--- config.mk ---
export PLATFORM = sky130hd
export DESIGN_NAME = tl_dcache_lookup_flat
export DESIGN_NICKNAME = d
export VERILOG_FILES = /design/src/rtl/tl_dcache_lookup_if.sv /design/src/rtl/tl_dcache_lookup.sv /design/src/flat_wrapper.sv
export SDC_FILE = /design/constraint.sdc
export NUM_CORES = 1
export LEC_CHECK = 0
export CORE_MARGIN = 2
export CORE_UTILIZATION = 59
export DETAILED_ROUTE_END_ITERATION = 8
export HOLD_SLACK_MARGIN = 0.06
export PLACE_DENSITY_LB_ADDON = 0.3
export SLEW_MARGIN = 20
export SYNTH_ARGS = -nofsm -noshare
export SYNTH_HDL_FRONTEND = slang
export SYNTH_SLANG_ARGS = --single-unit
--- constraint.sdc ---
create_clock -name clk_i -period 8.9 [get_ports clk_i]
set_input_delay 0.89 -clock clk_i [delete_from_list [all_inputs] [get_ports clk_i]]
set_output_delay 0.89 -clock clk_i [all_outputs]
set_load 0.1 [all_outputs]
--- src/rtl/tl_dcache_lookup_if.sv ---
// Purpose: TL-stage bundle: TL slot inputs, stall, line memory port and WB slot outputs.
// Latency: wires only; timing belongs to the producer/consumer of each field.
// Backpressure: stall_o from the slave tells the master to hold every tl_* field stable.
// Ports: slave modport is the cache lookup stage, master modport is the
//        upstream pipeline plus memory responder that drives it.
`timescale 1ns/1ps
interface tl_dcache_lookup_if #(
    parameter int LINE_WORDS = 4
);
    // TL slot from the EXE/TL latch
    logic                      tl_valid_i;
    logic [31:0]               tl_cache_addr_i;
    logic [4:0]                tl_write_addr_i;
    logic                      tl_int_write_enable_i;
    logic [31:0]               tl_store_data_i;
    logic                      tl_is_load_i;
    logic                      tl_is_store_i;
    logic [31:0]               tl_instruction_i;
    logic [31:0]               tl_pc_i;
    logic                      stall_o;

    // line-wide memory port
    logic                      mem_req_o;
    logic                      mem_we_o;
    logic [31:0]               mem_addr_o;
    logic [32*LINE_WORDS-1:0]  mem_wdata_o;
    logic                      mem_ack_i;
    logic [32*LINE_WORDS-1:0]  mem_rdata_i;

    // WB slot
    logic                      wb_valid_o;
    logic [4:0]                wb_write_addr_o;
    logic                      wb_int_write_enable_o;
    logic [31:0]               wb_data_o;
    logic [31:0]               wb_instruction_o;
    logic [31:0]               wb_pc_o;

    modport slave (
        input  tl_valid_i, tl_cache_addr_i, tl_write_addr_i, tl_int_write_enable_i,
               tl_store_data_i, tl_is_load_i, tl_is_store_i, tl_instruction_i, tl_pc_i,
               mem_ack_i, mem_rdata_i,
        output stall_o, mem_req_o, mem_we_o, mem_addr_o, mem_wdata_o,
               wb_valid_o, wb_write_addr_o, wb_int_write_enable_o, wb_data_o,
               wb_instruction_o, wb_pc_o
    );

    modport master (
        output tl_valid_i, tl_cache_addr_i, tl_write_addr_i, tl_int_write_enable_i,
               tl_store_data_i, tl_is_load_i, tl_is_store_i, tl_instruction_i, tl_pc_i,
               mem_ack_i, mem_rdata_i,
        input  stall_o, mem_req_o, mem_we_o, mem_addr_o, mem_wdata_o,
               wb_valid_o, wb_write_addr_o, wb_int_write_enable_o, wb_data_o,
               wb_instruction_o, wb_pc_o
    );
endinterface

--- src/rtl/tl_dcache_lookup.sv ---
// Purpose: TL stage with a direct-mapped, write-back, word-granular data cache and writeback/refill FSM.
// Latency: 1 cycle TL->WB on a hit or non-memory op; misses add writeback/fill time plus one replay cycle.
// Backpressure: stall_o (combinational) holds upstream on a miss or while the FSM is busy; mem port waits for mem_ack_i.
// Ports: clk_i, rsn_i (synchronous, active-low) plus the slave side of
//        tl_dcache_lookup_if. Optional macro DCACHE_STATS_EN adds
//        hit_count_o / miss_count_o event counters.
`timescale 1ns/1ps
module tl_dcache_lookup #(
    parameter int LINES      = 4,
    parameter int LINE_WORDS = 4
) (
    input  logic               clk_i,
    input  logic               rsn_i,
`ifdef DCACHE_STATS_EN
    output logic [31:0]        hit_count_o,
    output logic [31:0]        miss_count_o,
`endif
    tl_dcache_lookup_if.slave  bus
);
    localparam int IDX_W  = $clog2(LINES);
    localparam int OFF_W  = $clog2(LINE_WORDS);
    localparam int TAG_W  = 32 - IDX_W - OFF_W - 2;
    localparam int LINE_W = 32 * LINE_WORDS;

    typedef enum logic [1:0] {
        ST_IDLE,
        ST_WRITEBACK,
        ST_FILL
    } state_t;

    state_t state_q, state_d;

    // cache storage: only valid/dirty need reset, tags/data are qualified by valid
    logic [LINES-1:0] valid_q;
    logic [LINES-1:0] dirty_q;
    logic [TAG_W-1:0] tag_q  [LINES];
    logic [31:0]      data_q [LINES][LINE_WORDS];

    // registered memory request
    logic              mem_req_q, mem_req_d;
    logic              mem_we_q, mem_we_d;
    logic [31:0]       mem_addr_q, mem_addr_d;
    logic [LINE_W-1:0] mem_wdata_q, mem_wdata_d;

    // WB slot registers
    logic        wb_valid_q;
    logic [4:0]  wb_write_addr_q;
    logic        wb_int_we_q;
    logic [31:0] wb_data_q;
    logic [31:0] wb_instruction_q;
    logic [31:0] wb_pc_q;

    logic [OFF_W-1:0]  off;
    logic [IDX_W-1:0]  idx;
    logic [TAG_W-1:0]  req_tag;
    logic [31:0]       req_line_addr;
    logic [31:0]       victim_line_addr;
    logic [LINE_W-1:0] victim_line;
    logic              mem_op, hit, miss, stall;
    logic              load_acc, store_acc;
    logic              fill_done, wb_done, miss_start;
    logic              replay_q;
    logic              unused_addr_bits;

    assign off     = bus.tl_cache_addr_i[OFF_W+1:2];
    assign idx     = bus.tl_cache_addr_i[IDX_W+OFF_W+1:OFF_W+2];
    assign req_tag = bus.tl_cache_addr_i[31:IDX_W+OFF_W+2];
    assign unused_addr_bits = ^bus.tl_cache_addr_i[1:0];

    assign req_line_addr    = {req_tag, idx, {(OFF_W+2){1'b0}}};
    assign victim_line_addr = {tag_q[idx], idx, {(OFF_W+2){1'b0}}};

    always_comb begin
        victim_line = '0;
        for (int w = 0; w < LINE_WORDS; w++) begin
            victim_line[w*32 +: 32] = data_q[idx][w];
        end
    end

    assign mem_op = bus.tl_valid_i & (bus.tl_is_load_i | bus.tl_is_store_i);
    assign hit    = mem_op & valid_q[idx] & (tag_q[idx] == req_tag);
    assign miss   = mem_op & ~hit;
    assign stall  = miss | (state_q != ST_IDLE);

    // accepted accesses; hit already implies no miss, stall adds the FSM-busy case
    assign load_acc  = hit & ~stall & bus.tl_is_load_i;
    assign store_acc = hit & ~stall & bus.tl_is_store_i;

    // next-state and next memory-request values
    always_comb begin
        state_d     = state_q;
        mem_req_d   = mem_req_q;
        mem_we_d    = mem_we_q;
        mem_addr_d  = mem_addr_q;
        mem_wdata_d = mem_wdata_q;
        fill_done   = 1'b0;
        wb_done     = 1'b0;
        miss_start  = 1'b0;
        unique case (state_q)
            ST_IDLE: begin
                if (miss) begin
                    miss_start = 1'b1;
                    mem_req_d  = 1'b1;
                    if (valid_q[idx] && dirty_q[idx]) begin
                        state_d     = ST_WRITEBACK;
                        mem_we_d    = 1'b1;
                        mem_addr_d  = victim_line_addr;
                        mem_wdata_d = victim_line;
                    end else begin
                        state_d    = ST_FILL;
                        mem_we_d   = 1'b0;
                        mem_addr_d = req_line_addr;
                    end
                end
            end
            ST_WRITEBACK: begin
                if (bus.mem_ack_i) begin
                    // chain straight into the fill without dropping req
                    wb_done    = 1'b1;
                    state_d    = ST_FILL;
                    mem_we_d   = 1'b0;
                    mem_addr_d = req_line_addr;
                end
            end
            ST_FILL: begin
                if (bus.mem_ack_i) begin
                    fill_done = 1'b1;
                    state_d   = ST_IDLE;
                    mem_req_d = 1'b0;
                    mem_we_d  = 1'b0;
                end
            end
            default: begin
                state_d   = ST_IDLE;
                mem_req_d = 1'b0;
                mem_we_d  = 1'b0;
            end
        endcase
    end

    always_ff @(posedge clk_i) begin
        if (!rsn_i) begin
            state_q     <= ST_IDLE;
            mem_req_q   <= 1'b0;
            mem_we_q    <= 1'b0;
            mem_addr_q  <= '0;
            mem_wdata_q <= '0;
            valid_q     <= '0;
            dirty_q     <= '0;
            replay_q    <= 1'b0;
        end else begin
            state_q     <= state_d;
            mem_req_q   <= mem_req_d;
            mem_we_q    <= mem_we_d;
            mem_addr_q  <= mem_addr_d;
            mem_wdata_q <= mem_wdata_d;
            // the cycle after a fill is the replay of the held instruction
            replay_q    <= fill_done;
            if (wb_done) begin
                dirty_q[idx] <= 1'b0;
            end
            if (fill_done) begin
                valid_q[idx] <= 1'b1;
                dirty_q[idx] <= 1'b0;
            end
            if (store_acc) begin
                dirty_q[idx] <= 1'b1;
            end
        end
    end

    always_ff @(posedge clk_i) begin
        if (rsn_i) begin
            if (fill_done) begin
                tag_q[idx] <= req_tag;
                for (int w = 0; w < LINE_WORDS; w++) begin
                    data_q[idx][w] <= bus.mem_rdata_i[w*32 +: 32];
                end
            end else if (store_acc) begin
                data_q[idx][off] <= bus.tl_store_data_i;
            end
        end
    end

    always_ff @(posedge clk_i) begin
        if (!rsn_i) begin
            wb_valid_q       <= 1'b0;
            wb_write_addr_q  <= '0;
            wb_int_we_q      <= 1'b0;
            wb_data_q        <= '0;
            wb_instruction_q <= '0;
            wb_pc_q          <= '0;
        end else if (stall) begin
            wb_valid_q <= 1'b0;
        end else begin
            wb_valid_q <= bus.tl_valid_i;
            if (bus.tl_valid_i) begin
                wb_write_addr_q  <= bus.tl_write_addr_i;
                wb_int_we_q      <= bus.tl_int_write_enable_i;
                wb_instruction_q <= bus.tl_instruction_i;
                wb_pc_q          <= bus.tl_pc_i;
                if (load_acc) begin
                    wb_data_q <= data_q[idx][off];
                end else if (store_acc) begin
                    wb_data_q <= bus.tl_store_data_i;
                end else begin
                    wb_data_q <= bus.tl_cache_addr_i;
                end
            end
        end
    end

`ifdef DCACHE_STATS_EN
    logic [31:0] hit_cnt_q;
    logic [31:0] miss_cnt_q;

    always_ff @(posedge clk_i) begin
        if (!rsn_i) begin
            hit_cnt_q  <= '0;
            miss_cnt_q <= '0;
        end else begin
            if ((load_acc || store_acc) && !replay_q) begin
                hit_cnt_q <= hit_cnt_q + 32'd1;
            end
            if (miss_start) begin
                miss_cnt_q <= miss_cnt_q + 32'd1;
            end
        end
    end

    assign hit_count_o  = hit_cnt_q;
    assign miss_count_o = miss_cnt_q;
`endif

    assign bus.stall_o               = stall;
    assign bus.mem_req_o             = mem_req_q;
    assign bus.mem_we_o              = mem_we_q;
    assign bus.mem_addr_o            = mem_addr_q;
    assign bus.mem_wdata_o           = mem_wdata_q;
    assign bus.wb_valid_o            = wb_valid_q;
    assign bus.wb_write_addr_o       = wb_write_addr_q;
    assign bus.wb_int_write_enable_o = wb_int_we_q;
    assign bus.wb_data_o             = wb_data_q;
    assign bus.wb_instruction_o      = wb_instruction_q;
    assign bus.wb_pc_o               = wb_pc_q;

endmodule

--- src/flat_wrapper.sv ---
// flat-port wrapper written by rule: the top's interface ports become plain ports
module tl_dcache_lookup_flat 
#(
    parameter int LINES      = 4,
    parameter int LINE_WORDS = 4
)
  (clk_i, rsn_i, bus_tl_valid_i, bus_tl_cache_addr_i, bus_tl_write_addr_i, bus_tl_int_write_enable_i, bus_tl_store_data_i, bus_tl_is_load_i, bus_tl_is_store_i, bus_tl_instruction_i, bus_tl_pc_i, bus_mem_ack_i, bus_mem_rdata_i, bus_stall_o, bus_mem_req_o, bus_mem_we_o, bus_mem_addr_o, bus_mem_wdata_o, bus_wb_valid_o, bus_wb_write_addr_o, bus_wb_int_write_enable_o, bus_wb_data_o, bus_wb_instruction_o, bus_wb_pc_o);
  tl_dcache_lookup_if #(.LINE_WORDS(LINE_WORDS)) bus_i ();
  input  logic clk_i;
  input  logic rsn_i;
  input wire logic [$bits(bus_i.tl_valid_i)-1:0] bus_tl_valid_i;
  input wire logic [$bits(bus_i.tl_cache_addr_i)-1:0] bus_tl_cache_addr_i;
  input wire logic [$bits(bus_i.tl_write_addr_i)-1:0] bus_tl_write_addr_i;
  input wire logic [$bits(bus_i.tl_int_write_enable_i)-1:0] bus_tl_int_write_enable_i;
  input wire logic [$bits(bus_i.tl_store_data_i)-1:0] bus_tl_store_data_i;
  input wire logic [$bits(bus_i.tl_is_load_i)-1:0] bus_tl_is_load_i;
  input wire logic [$bits(bus_i.tl_is_store_i)-1:0] bus_tl_is_store_i;
  input wire logic [$bits(bus_i.tl_instruction_i)-1:0] bus_tl_instruction_i;
  input wire logic [$bits(bus_i.tl_pc_i)-1:0] bus_tl_pc_i;
  input wire logic [$bits(bus_i.mem_ack_i)-1:0] bus_mem_ack_i;
  input wire logic [$bits(bus_i.mem_rdata_i)-1:0] bus_mem_rdata_i;
  output wire logic [$bits(bus_i.stall_o)-1:0] bus_stall_o;
  output wire logic [$bits(bus_i.mem_req_o)-1:0] bus_mem_req_o;
  output wire logic [$bits(bus_i.mem_we_o)-1:0] bus_mem_we_o;
  output wire logic [$bits(bus_i.mem_addr_o)-1:0] bus_mem_addr_o;
  output wire logic [$bits(bus_i.mem_wdata_o)-1:0] bus_mem_wdata_o;
  output wire logic [$bits(bus_i.wb_valid_o)-1:0] bus_wb_valid_o;
  output wire logic [$bits(bus_i.wb_write_addr_o)-1:0] bus_wb_write_addr_o;
  output wire logic [$bits(bus_i.wb_int_write_enable_o)-1:0] bus_wb_int_write_enable_o;
  output wire logic [$bits(bus_i.wb_data_o)-1:0] bus_wb_data_o;
  output wire logic [$bits(bus_i.wb_instruction_o)-1:0] bus_wb_instruction_o;
  output wire logic [$bits(bus_i.wb_pc_o)-1:0] bus_wb_pc_o;
  assign bus_i.tl_valid_i = bus_tl_valid_i;
  assign bus_i.tl_cache_addr_i = bus_tl_cache_addr_i;
  assign bus_i.tl_write_addr_i = bus_tl_write_addr_i;
  assign bus_i.tl_int_write_enable_i = bus_tl_int_write_enable_i;
  assign bus_i.tl_store_data_i = bus_tl_store_data_i;
  assign bus_i.tl_is_load_i = bus_tl_is_load_i;
  assign bus_i.tl_is_store_i = bus_tl_is_store_i;
  assign bus_i.tl_instruction_i = bus_tl_instruction_i;
  assign bus_i.tl_pc_i = bus_tl_pc_i;
  assign bus_i.mem_ack_i = bus_mem_ack_i;
  assign bus_i.mem_rdata_i = bus_mem_rdata_i;
  assign bus_stall_o = bus_i.stall_o;
  assign bus_mem_req_o = bus_i.mem_req_o;
  assign bus_mem_we_o = bus_i.mem_we_o;
  assign bus_mem_addr_o = bus_i.mem_addr_o;
  assign bus_mem_wdata_o = bus_i.mem_wdata_o;
  assign bus_wb_valid_o = bus_i.wb_valid_o;
  assign bus_wb_write_addr_o = bus_i.wb_write_addr_o;
  assign bus_wb_int_write_enable_o = bus_i.wb_int_write_enable_o;
  assign bus_wb_data_o = bus_i.wb_data_o;
  assign bus_wb_instruction_o = bus_i.wb_instruction_o;
  assign bus_wb_pc_o = bus_i.wb_pc_o;
  tl_dcache_lookup #(.LINES(LINES), .LINE_WORDS(LINE_WORDS)) u_core (.clk_i(clk_i), .rsn_i(rsn_i), .bus(bus_i));
endmodule
* Word-level counts from Yosys, hierarchy flattened
Memories as Yosys holds them, arrays and structs flattened. Index checks and enable logic that the tools add are counted.
Word-level totals: word-level logic and storage cells 358, bits in registers 275, latch bits 0, input bits 268, output and inout bits 266, bits in writable memories 616, ROM bits 0, memories kept 2
Memory list:
- u_core.data_q | depth 4, bits a word 128, read ports 1, clocked after memory_dff 0, write ports 1, RTL line tl_dcache_lookup.sv:37 | logic [31:0] data_q [LINES][LINE_WORDS];
- u_core.tag_q | depth 4, bits a word 26, read ports 1, clocked after memory_dff 0, write ports 1, RTL line tl_dcache_lookup.sv:36 | logic [TAG_W-1:0] tag_q [LINES];
Cells by class: shift operators 0, div/mod/pow operators 0, add/sub/neg operators 0, mux-type cells 171, reductions and logical operators 14, eq/ne operators 7, bitwise logic cells 147, multipliers 0, $lt $le $gt $ge 4
Operators with widths (number):
- $mux W32 | 8
- $mux W1 | 144
- $or A1 B1 Y1 | 130
- $mux W128 | 1
- $bmux W32 S2 | 1
- $demux W32 S2 | 1
- $pmux W32 S2 | 1
- $eq A26 B26 Y1 | 1
- $mux W4 | 5
- $reduce_and A3 Y1 | 4
- $and A4 B4 Y4 | 2
- $mux W2 | 4
- $or A4 B4 Y4 | 2
- $and A1 B1 Y1 | 7
- $pmux W2 S3 | 1
- $bmux W1 S2 | 2
- $ne A2 B1 Y1 const B | 2
- $ne A2 B2 Y1 const B | 2
- $not A1 Y1 | 4
- $not A4 Y4 | 1
- $reduce_and A2 Y1 | 2
- $reduce_bool A2 Y1 | 2
- $reduce_or A2 Y1 | 2
- $ge A3 B3 Y1 const B | 1
- 11 further kinds | 13

* Depth between registers and ports, before layout
Gate-level depths: netlist of run 1.
depth in word-level cells 15, depth in mapped cells 15, depth with buffers taken out 9

* Worst setup path after synthesis of run 1
No wires, ideal clock.
kind input to register, start point input bus_tl_cache_addr_i[4], end point memory u_core.data_q[0][100] (netlist bit) (enable), required time 8.468 ns, cell stages on the path 11, slack 3.301 ns, path buffers 3, setup time 0.432 ns, arrival 5.168 ns, cell sequence buf_4 > mux4_2 > xnor2_1 > nand4_1 > or4_1 > or3_1 > nor2_1 > buf_4 > nand4_4 > buf_2 > a21oi_1
Between the ends: cells in the longest elaborated chain, start to end 15, elaborated cells between the ends (all ways) 17, classes of those cells eq/ne (1); mux (6); bitwise (9); memory (1)
RTL lines:
- start, declared | RTL line flat_wrapper.sv:12 | input wire logic [$bits(bus_i.tl_cache_addr_i)-1:0] bus_tl_cache_addr_i;
- branches (longest 15 deep; another with $mem_v2 Z4 W26)
- end, declared | RTL line tl_dcache_lookup.sv:37
Several ways; the timed one is not identified. The select of a mux whose other input is x is not followed.

* Worst setup path after layout of run 1
start point input bus_tl_is_store_i, end point output bus_stall_o
Between the ends: cells in the longest elaborated chain, start to end 7
RTL lines:
- start, declared | RTL line flat_wrapper.sv:17 | input wire logic [$bits(bus_i.tl_is_store_i)-1:0] bus_tl_is_store_i;
- $or A1 B1 Y1 (*) | RTL line tl_dcache_lookup.sv:80 | assign mem_op = bus.tl_valid_i & (bus.tl_is_load_i | bus.tl_is_store_i);
- $and A1 B1 Y1 (*) | RTL line tl_dcache_lookup.sv:80
- $and A1 B1 Y1 (2 in a row) | RTL line tl_dcache_lookup.sv:81 | assign hit = mem_op & valid_q[idx] & (tag_q[idx] == req_tag);
- $not A1 Y1 | RTL line tl_dcache_lookup.sv:82 | assign miss = mem_op & ~hit;
- $and A1 B1 Y1 (*) | RTL line tl_dcache_lookup.sv:82
- $or A1 B1 Y1 (*) | RTL line tl_dcache_lookup.sv:83 | assign stall = miss | (state_q != ST_IDLE);
- end, declared | RTL line flat_wrapper.sv:22 | output wire logic [$bits(bus_i.stall_o)-1:0] bus_stall_o;
Mark *: on every way between the ends. The rest lies on a longest branch, timed or not.

==> summary.md, run 1 <==
| Metric | Value |
|---|---|
| Tot Pwr | 9.81 mW |
| Routed via count | between 20000 and 25000 |
| PD cells | around 220 nW/um^2 |
| Synth cell types | 55 |
| Register bit total from synthesis | between 800 and 900 |
| Final WS setup | between 2 and 2.5 ns |
| Setup crit end kind | output port |
| Hold Violations, Final | 0 |
| Area Growth Syn to Fin | 25.0% |
| Initial antenna violation count | 8 |
| DP Area | 42300 um^2 |
| Largest net degree at the start of global routing | 184 |
| Cts hold-fix bufs | 0 |
| Critical path's slowest cell | clkdlybuf4s50_1 |
| Seq/Total Area, Yosys | 66.4% |
| First-pass GRT wire length | 151000 um |
| Worst VDD drop | ~0.18 mV |
| Main synth FF type | edfxtp_1 |
| Maximum clock rate | around 0.15 GHz |
| Reg clk slew, reported paths | 0.05 ns |
| Final ANT Viol Nets | 0 |
| Placed cell count | between 3000 and 4000 |
| Crit path arrival time | between 5 and 6 ns |
| Slew @ Worst Pin | about 1.1 ns |
| Gr usage total | 33.0% |
| GP Congestion | slightly below 0.9 |
| Area of the core | between 60000 and 70000 um^2 |
| Reg-to-reg slack, setup | 3.03 ns |
| Place WS | roughly 1.6 ns |
| Setup Skew | 0.0291 ns |
| Initial Util | between 50% and 60% |
| Crit path max fanout | 29 |
| Share of post-route cells with drive strength above 1 | 18.0% |
| Cells after synthesis | roughly 2200 |
| Worst Setup Path Type | in -> out |
| Startpoint types | input port |
| Slew HR | around a quarter |
| I/O Pins | roughly 530 |
| TritonCTS Buffers | 88 |
| Clock Path Buffers | 3 |
| Max-cap viol count | 0 |
| Post-Syn Area | 36000 um^2 |
| Port Buffers | 529 |
| Slowest stage delay, CP | about 1.1 ns |
| Hold crit path type | reg -> reg |
| Die width | approximately 250 um |
| DIE HEIGHT | ~250 um |
| Latest clock arrival within the worst-skew pair | around 0.65 ns |
| PostCTS Resize Cnt | 0 |
| H-tree levels | 3 |
| Final instance area | between 40000 and 50000 um^2 |
| CTS root buffer | clkbuf_16 |
| CP dominant cell by count | clkdlybuf4s50_1 |
| DR iter-0 viols | ~2700 |
| Final setup viols | 0 |
| WHS | 0.470 ns |
| Wire per inst | between 20 and 30 um |
| Post-synth EDFFs | 616 |
| Final core occ | about three quarters |
| Non-filler instance count after layout | 3591 |
| Final #Nets | around 3000 |
| WL final | between 100000 and 150000 um |
| Status | completed |
| Tcrit/Tclk final | 76.5% |
| Critical Path RT | 8.01 ns |
| CTS tree | built |
| Via density | 6.45 |
| Pre-antenna DRT Iters | 7 |
| Vias in the first global route | about 23000 |
| Async set or reset register ratio after synthesis | 0% |
| Crit-path leading delay family | buffers and inverters |
| Drc violations | 0 |
| Hpwl dp | 68600 um |
| Sum Neg Setup Slack | 0 ns |
| Unrepaired setup endpoints after global routing | no |
| Postcts setup bufs | 0 |
| Synthesized area per cell | about 16 um^2 |
| Cells along the critical path | clkdlybuf4s50_1 -> nor2_1 -> nor2b_1 -> o2111ai_1 -> a2111oi_1 -> or4b_1 -> a21oi_4 -> inv_2 -> clkdlybuf4s50_1 |
| Final Max Tran Viols | 0 |
| Grt total ovfl | 0 |
| Num rows | 90 |
| Die area | 63100 um^2 |
| Buf+Inv Stages, Crit Path | 3 |
| Static Leak | roughly 16 nW |
| CTS sink cnt | around 890 |
| Ys Warns | 0 |
| Final min period | approximately 6.8 ns |
## cell usage after synthesis, types with 31 or more instances
cell type    n  area, um^2
mux2i_1    251        2510
o21ai_0     43         215
edfxtp_1   616       18500
dfxtp_1    271        5430
nand2b_1    33         206
buf_2       38         190
clkbuf_1    91         342
nor3_1      31         155
mux2_2     129        1450
nor2_1     217         815
a21oi_1     89         445
mux4_2     177        3990
## registers in the layout, summed over array words and instances (netlist names), 2 cells and up, named ones only
| signal | cells |
|---|---|
| u_core.bus.mem_wdata_o | 128 |
| u_core.state_q | 2 |
| u_core.bus.mem_addr_o | 28 |
| u_core.valid_q | 4 |
| u_core.bus.wb_instruction_o | 32 |
| u_core.tag_q | 104 |
| u_core.bus.wb_data_o | 32 |
| u_core.bus.wb_write_addr_o | 5 |
| u_core.data_q | 512 |
| u_core.bus.wb_pc_o | 32 |
## worst paths after layout
kind / depth (start not counted) / to / start
worst min-delay path: 2 / u_core.bus.wb_data_o[28]$_SDFFE_PN0P_ / u_core.bus.wb_data_o[28]$_SDFFE_PN0P_
worst max register to register: 10 / u_core.data_q[0][25]$_DFFE_PP_ / u_core.tag_q[3][23]$_DFFE_PP_
worst min register to register: 2 / u_core.bus.wb_data_o[28]$_SDFFE_PN0P_ / u_core.bus.wb_data_o[28]$_SDFFE_PN0P_
worst max-delay path: 9 / bus_stall_o / bus_tl_is_store_i
## cells in the final DEF (no fill, tap or decap), types with 32 or more instances in the layout
cell	n
nor2_1	212
a21oi_1	73
edfxtp_1	616
mux2i_1	251
dfxtp_1	271
mux2_2	129
nand2b_1	33
o21ai_0	43
clkbuf_1	32
clkdlybuf4s50_1	526
clkbuf_16	90
mux4_2	177
## logic make-up (layout without fill, tap and decap cells)
family                     count (synthesis)  in the layout  share of synthesized area [%]
DFF                                      887            887                           66.4
muxes                                    560            560                           22.2
and+or+nand+nor                          333            333                           4.19
AOI/OAI and AO/OA                        247            247                           4.31
buffers and inverters                    171            747                           2.25
xor gates and xnor gates                  25             25                          0.608
adders and majority gates                  3              3                          0.104
other                                      1              7                         0.0104
## area by class of cell
cell class	count	area, um^2
diodes	3	7.51
clock buffers	129	2470
clock inverters	36	265
fillers	3459	15300
inverters	13	56.3
multi-input cells	1172	11600
flip-flops and latches	887	23900
well taps	782	978
repair buffers	569	5760
## per-layer routing
metal  wire length (um)  global-route usage [%]  vias to the layer above
met1              37200                    42.4                    11600
met4               4680                    14.9                       10
met3              11900                    8.72                      269
li1                   -                       -                     9638
met5                 56                       0                        -
met2              51200                    53.3                     1662
## where the power goes
part | switching (mW) | internal (mW)
clock network | 1.56 | 1.99
registers | 0.0654 | 4.53
logic | 1.16 | 0.510
total | 2.78 | 7.03
## worst reg2reg max path: stages (launching register included)
cell	delay, ns
edfxtp_1	0.40
mux4_2	0.49
a22oi_1	0.23
o2111ai_1	0.14
a2111oi_1	0.83
o2111ai_4	0.58
nor2_1	0.24
buf_4	0.26
nand4_4	0.85
a21oi_4	0.98
buf_4	0.50
No activity file was read; power rests on OpenSTA's default activity.
==> inputs of run 2 (changes only) <==
CORE_UTILIZATION = 49   (was 59)
clock period = 5.6 ns   (was 8.9 ns; I/O delays follow)
==> summary.md, run 2 (synthesis results as in run 1) <==
| Metric | Value |
|---|---|
| Postcts setup bufs | 0 (unchanged) |
| Clock Path Buffers | 3 (unchanged) |
| Maximum clock rate | roughly 0.21 GHz |
| Final setup viols | 0 (unchanged) |
| Crit path max fanout | 44 (+52%) |
| Initial Util | 49.5% (-10 points) |
| Cts hold-fix bufs | 0 (unchanged) |
| Static Leak | 16.1 nW (+2.0%) |
| Slew HR | 24.5% (+1.1 points) |
| First-pass GRT wire length | 151000 um (-0.31%) |
| CTS root buffer | clkbuf_16 |
| Reg2reg end | u_core.data_q[3][80]$_DFFE_PP_ |
| I/O Pins | 534 (unchanged) |
| TritonCTS Buffers | 91 (+3.4%) |
| Final #Nets | 3034 (+1.1%) |
| Wire per inst | 27.8 um (-5.0%) |
| Largest net degree at the start of global routing | 148 (-20%) |
| Final core occ | 62.9% (-12 points) |
| Vias in the first global route | 22700 (-0.97%) |
| Setup Skew | 0.0242 ns (-0.00496 ns) |
| Die area | 75700 um^2 (+20%) |
| Latest clock arrival within the worst-skew pair | 0.65 ns (about the same) |
| Pre-antenna DRT Iters | 5 (-2) |
| CTS sink cnt | 887 (unchanged) |
| Gr usage total | 27.5% (-5.5 points) |
| Hold Violations, Final | 0 (unchanged) |
| DIE HEIGHT | 275 um (+9.6%) |
| Initial antenna violation count | 6 (-2) |
| Hold Path Cell Cnt | 3 (+1) |
| Unrepaired setup endpoints after global routing | no |
| CTS tree | built |
| Critical path's slowest cell | or4b_1 |
| PD cells | 349 nW/um^2 (+60%) |
| Worst VDD drop | 0.364 mV (+100%) |
| Final min period | 4.83 ns |
| Port Buffers | 529 (unchanged) |
| Final ANT Viol Nets | 0 (unchanged) |
| Setup crit end kind | output port |
| Sum Neg Setup Slack | 0 ns (unchanged) |
| Reg-to-reg slack, setup | 1.13 ns (-1.90 ns) |
| Worst Setup Path Type | in -> out |
| Grt total ovfl | 0 (unchanged) |
| GP Congestion | 0.877 (-1.7%) |
| Drc violations | 0 (unchanged) |
| H-tree levels | 3 (unchanged) |
| Area of the core | 72800 um^2 (+21%) |
| Crit-path leading delay family | buffers and inverters |
| Slowest stage delay, CP | 0.71 ns (-0.35 ns) |
| Area Growth Syn to Fin | 27.2% |
| Max-cap viol count | 0 (unchanged) |
| Via density | 5.94 (-7.9%) |
| Reg clk slew, reported paths | 0.06 ns (about the same) |
| Status | completed |
| Worst setup path end | bus_stall_o |
| Tcrit/Tclk final | 86.3% |
| Hpwl dp | 72300 um (+5.4%) |
| DR iter-0 viols | 2486 (-7.9%) |
| Crit path arrival time | 4.27 ns (-1.65 ns) |
| R2R depth | 10 (unchanged) |
| Cells along the critical path | clkbuf_8 -> buf_4 -> mux4_2 -> or2_0 -> a21oi_1 -> o211ai_1 -> or4b_1 -> a21oi_4 -> inv_2 -> buf_12 |
| FF-to-FF Start | u_core.tag_q[3][13]$_DFFE_PP_ |
| Routed via count | 22600 (-2.5%) |
| Startpoint types | input port |
| Slew @ Worst Pin | 1.13 ns (-0.0158 ns) |
| Final Max Tran Viols | 0 (unchanged) |
| Most frequent cells in the layout | edfxtp_1 (616), clkdlybuf4s50_1 (521), dfxtp_1 (271) |
| Share of post-route cells with drive strength above 1 | 19.9% (+2.0 points) |
| Hold crit path type | in -> reg |
| Die width | 275 um (+9.6%) |
| Commonest non-fill, non-tap cell in the layout | edfxtp_1 |
| Buf+Inv Stages, Crit Path | 4 (+1) |
| Critical Path RT | 5.04 ns (-2.97 ns) |
| Worst Setup SP | bus_tl_cache_addr_i[5] |
| WL final | 106000 um (+0.58%) |
| PostCTS Resize Cnt | 0 (unchanged) |
| Largest Register | u_core.data_q |
| Num rows | 99 (+10%) |
| Largest register FFs | 512 (unchanged) |
| Crit path depth | 10 (+1) |
## run 2: cell types whose count changed in the layout (fill, tap and decap cells not counted), moves of 5 or more
cell / previous run / this run
buf_4: 31 / 55
buf_12: 2 / 19
clkinv_1: 17 / 6
clkbuf_1: 32 / 22
clkbuf_8: 8 / 18
clkinv_2: 12 / 20
buf_16: 7 / 0
clkdlybuf4s50_1: 526 / 521
## run 2: power breakdown
part | leakage, nW | total [mW] | switching (mW) | internal [mW]
sequential | 7.75 | 7.30 | 0.102 | 7.20
clock | 1.48 | 6.03 | 2.58 | 3.45
combinational | 6.87 | 2.65 | 1.83 | 0.820
total | 16.1 | 16.0 | 4.51 | 11.5
## run 2: worst min-delay path, cell delays in order
cell	delay [ns]
buf_8	0.18
nand3_1	0.10
a21oi_1	0.06
## run 2: metrics by stage
| step | cells | hold WS [ns] | worst slack [ns] | power, mW | area (um^2) |
|---|---|---|---|---|---|
| 2_1_floorplan | 2230 | 0.448 | 0.331 | 9.22 | 36100 |
| 3_3_place_gp | 3629 | 0.459 | 0.609 | 10.0 | 42800 |
| 3_5_place_dp | 3629 | 0.466 | 0.566 | 10.1 | 42800 |
| 4_1_cts | 3801 | 0.299 | 0.826 | 16.0 | 45800 |
| 5_1_grt | 3802 | 0.321 | 0.649 | 16.4 | 45800 |
| 6_report | 3803 | 0.347 | 0.769 | 16.0 | 45800 |
## run 2: how the worst min path moves through the flow
| stage | start | to | slack (ns) |
|---|---|---|---|
| floorplan | u_core.valid_q[1]$_SDFFE_PN0P_ | u_core.valid_q[1]$_SDFFE_PN0P_ | 0.45 |
| global placement | u_core.bus.wb_data_o[1]$_SDFFE_PN0P_ | u_core.bus.wb_data_o[1]$_SDFFE_PN0P_ | 0.46 |
| detailed placement | u_core.bus.wb_data_o[0]$_SDFFE_PN0P_ | u_core.bus.wb_data_o[0]$_SDFFE_PN0P_ | 0.47 |
| CTS | bus_tl_cache_addr_i[4] | u_core.bus.mem_addr_o[4]$_SDFFE_PN0P_ | 0.30 |
| global route | bus_tl_cache_addr_i[4] | u_core.bus.mem_addr_o[4]$_SDFFE_PN0P_ | 0.32 |
| finish | bus_tl_cache_addr_i[4] | u_core.bus.mem_addr_o[4]$_SDFFE_PN0P_ | 0.35 |
## run 2: layer usage
metal / vias to the layer above / share of wire (%) / global-route usage, %
met3: 149 / 11 / 8.87
met2: 1237 / 48 / 43.9
met1: 11500 / 38 / 36.3
li1: 9692 / - / -
met5: - / 0.038 / 0
met4: 6 / 2.6 / 7.71
## run 2: layout make-up
cell class | count | area, um^2
multi-input combinational | 1172 | 11600
clock buffer | 132 | 2640
inverter | 13 | 57.6
fill | 5171 | 27000
timing repair buffer | 598 | 6040
antenna | 2 | 5.00
clock inverter | 40 | 384
sequential | 887 | 23900
tap | 959 | 1200
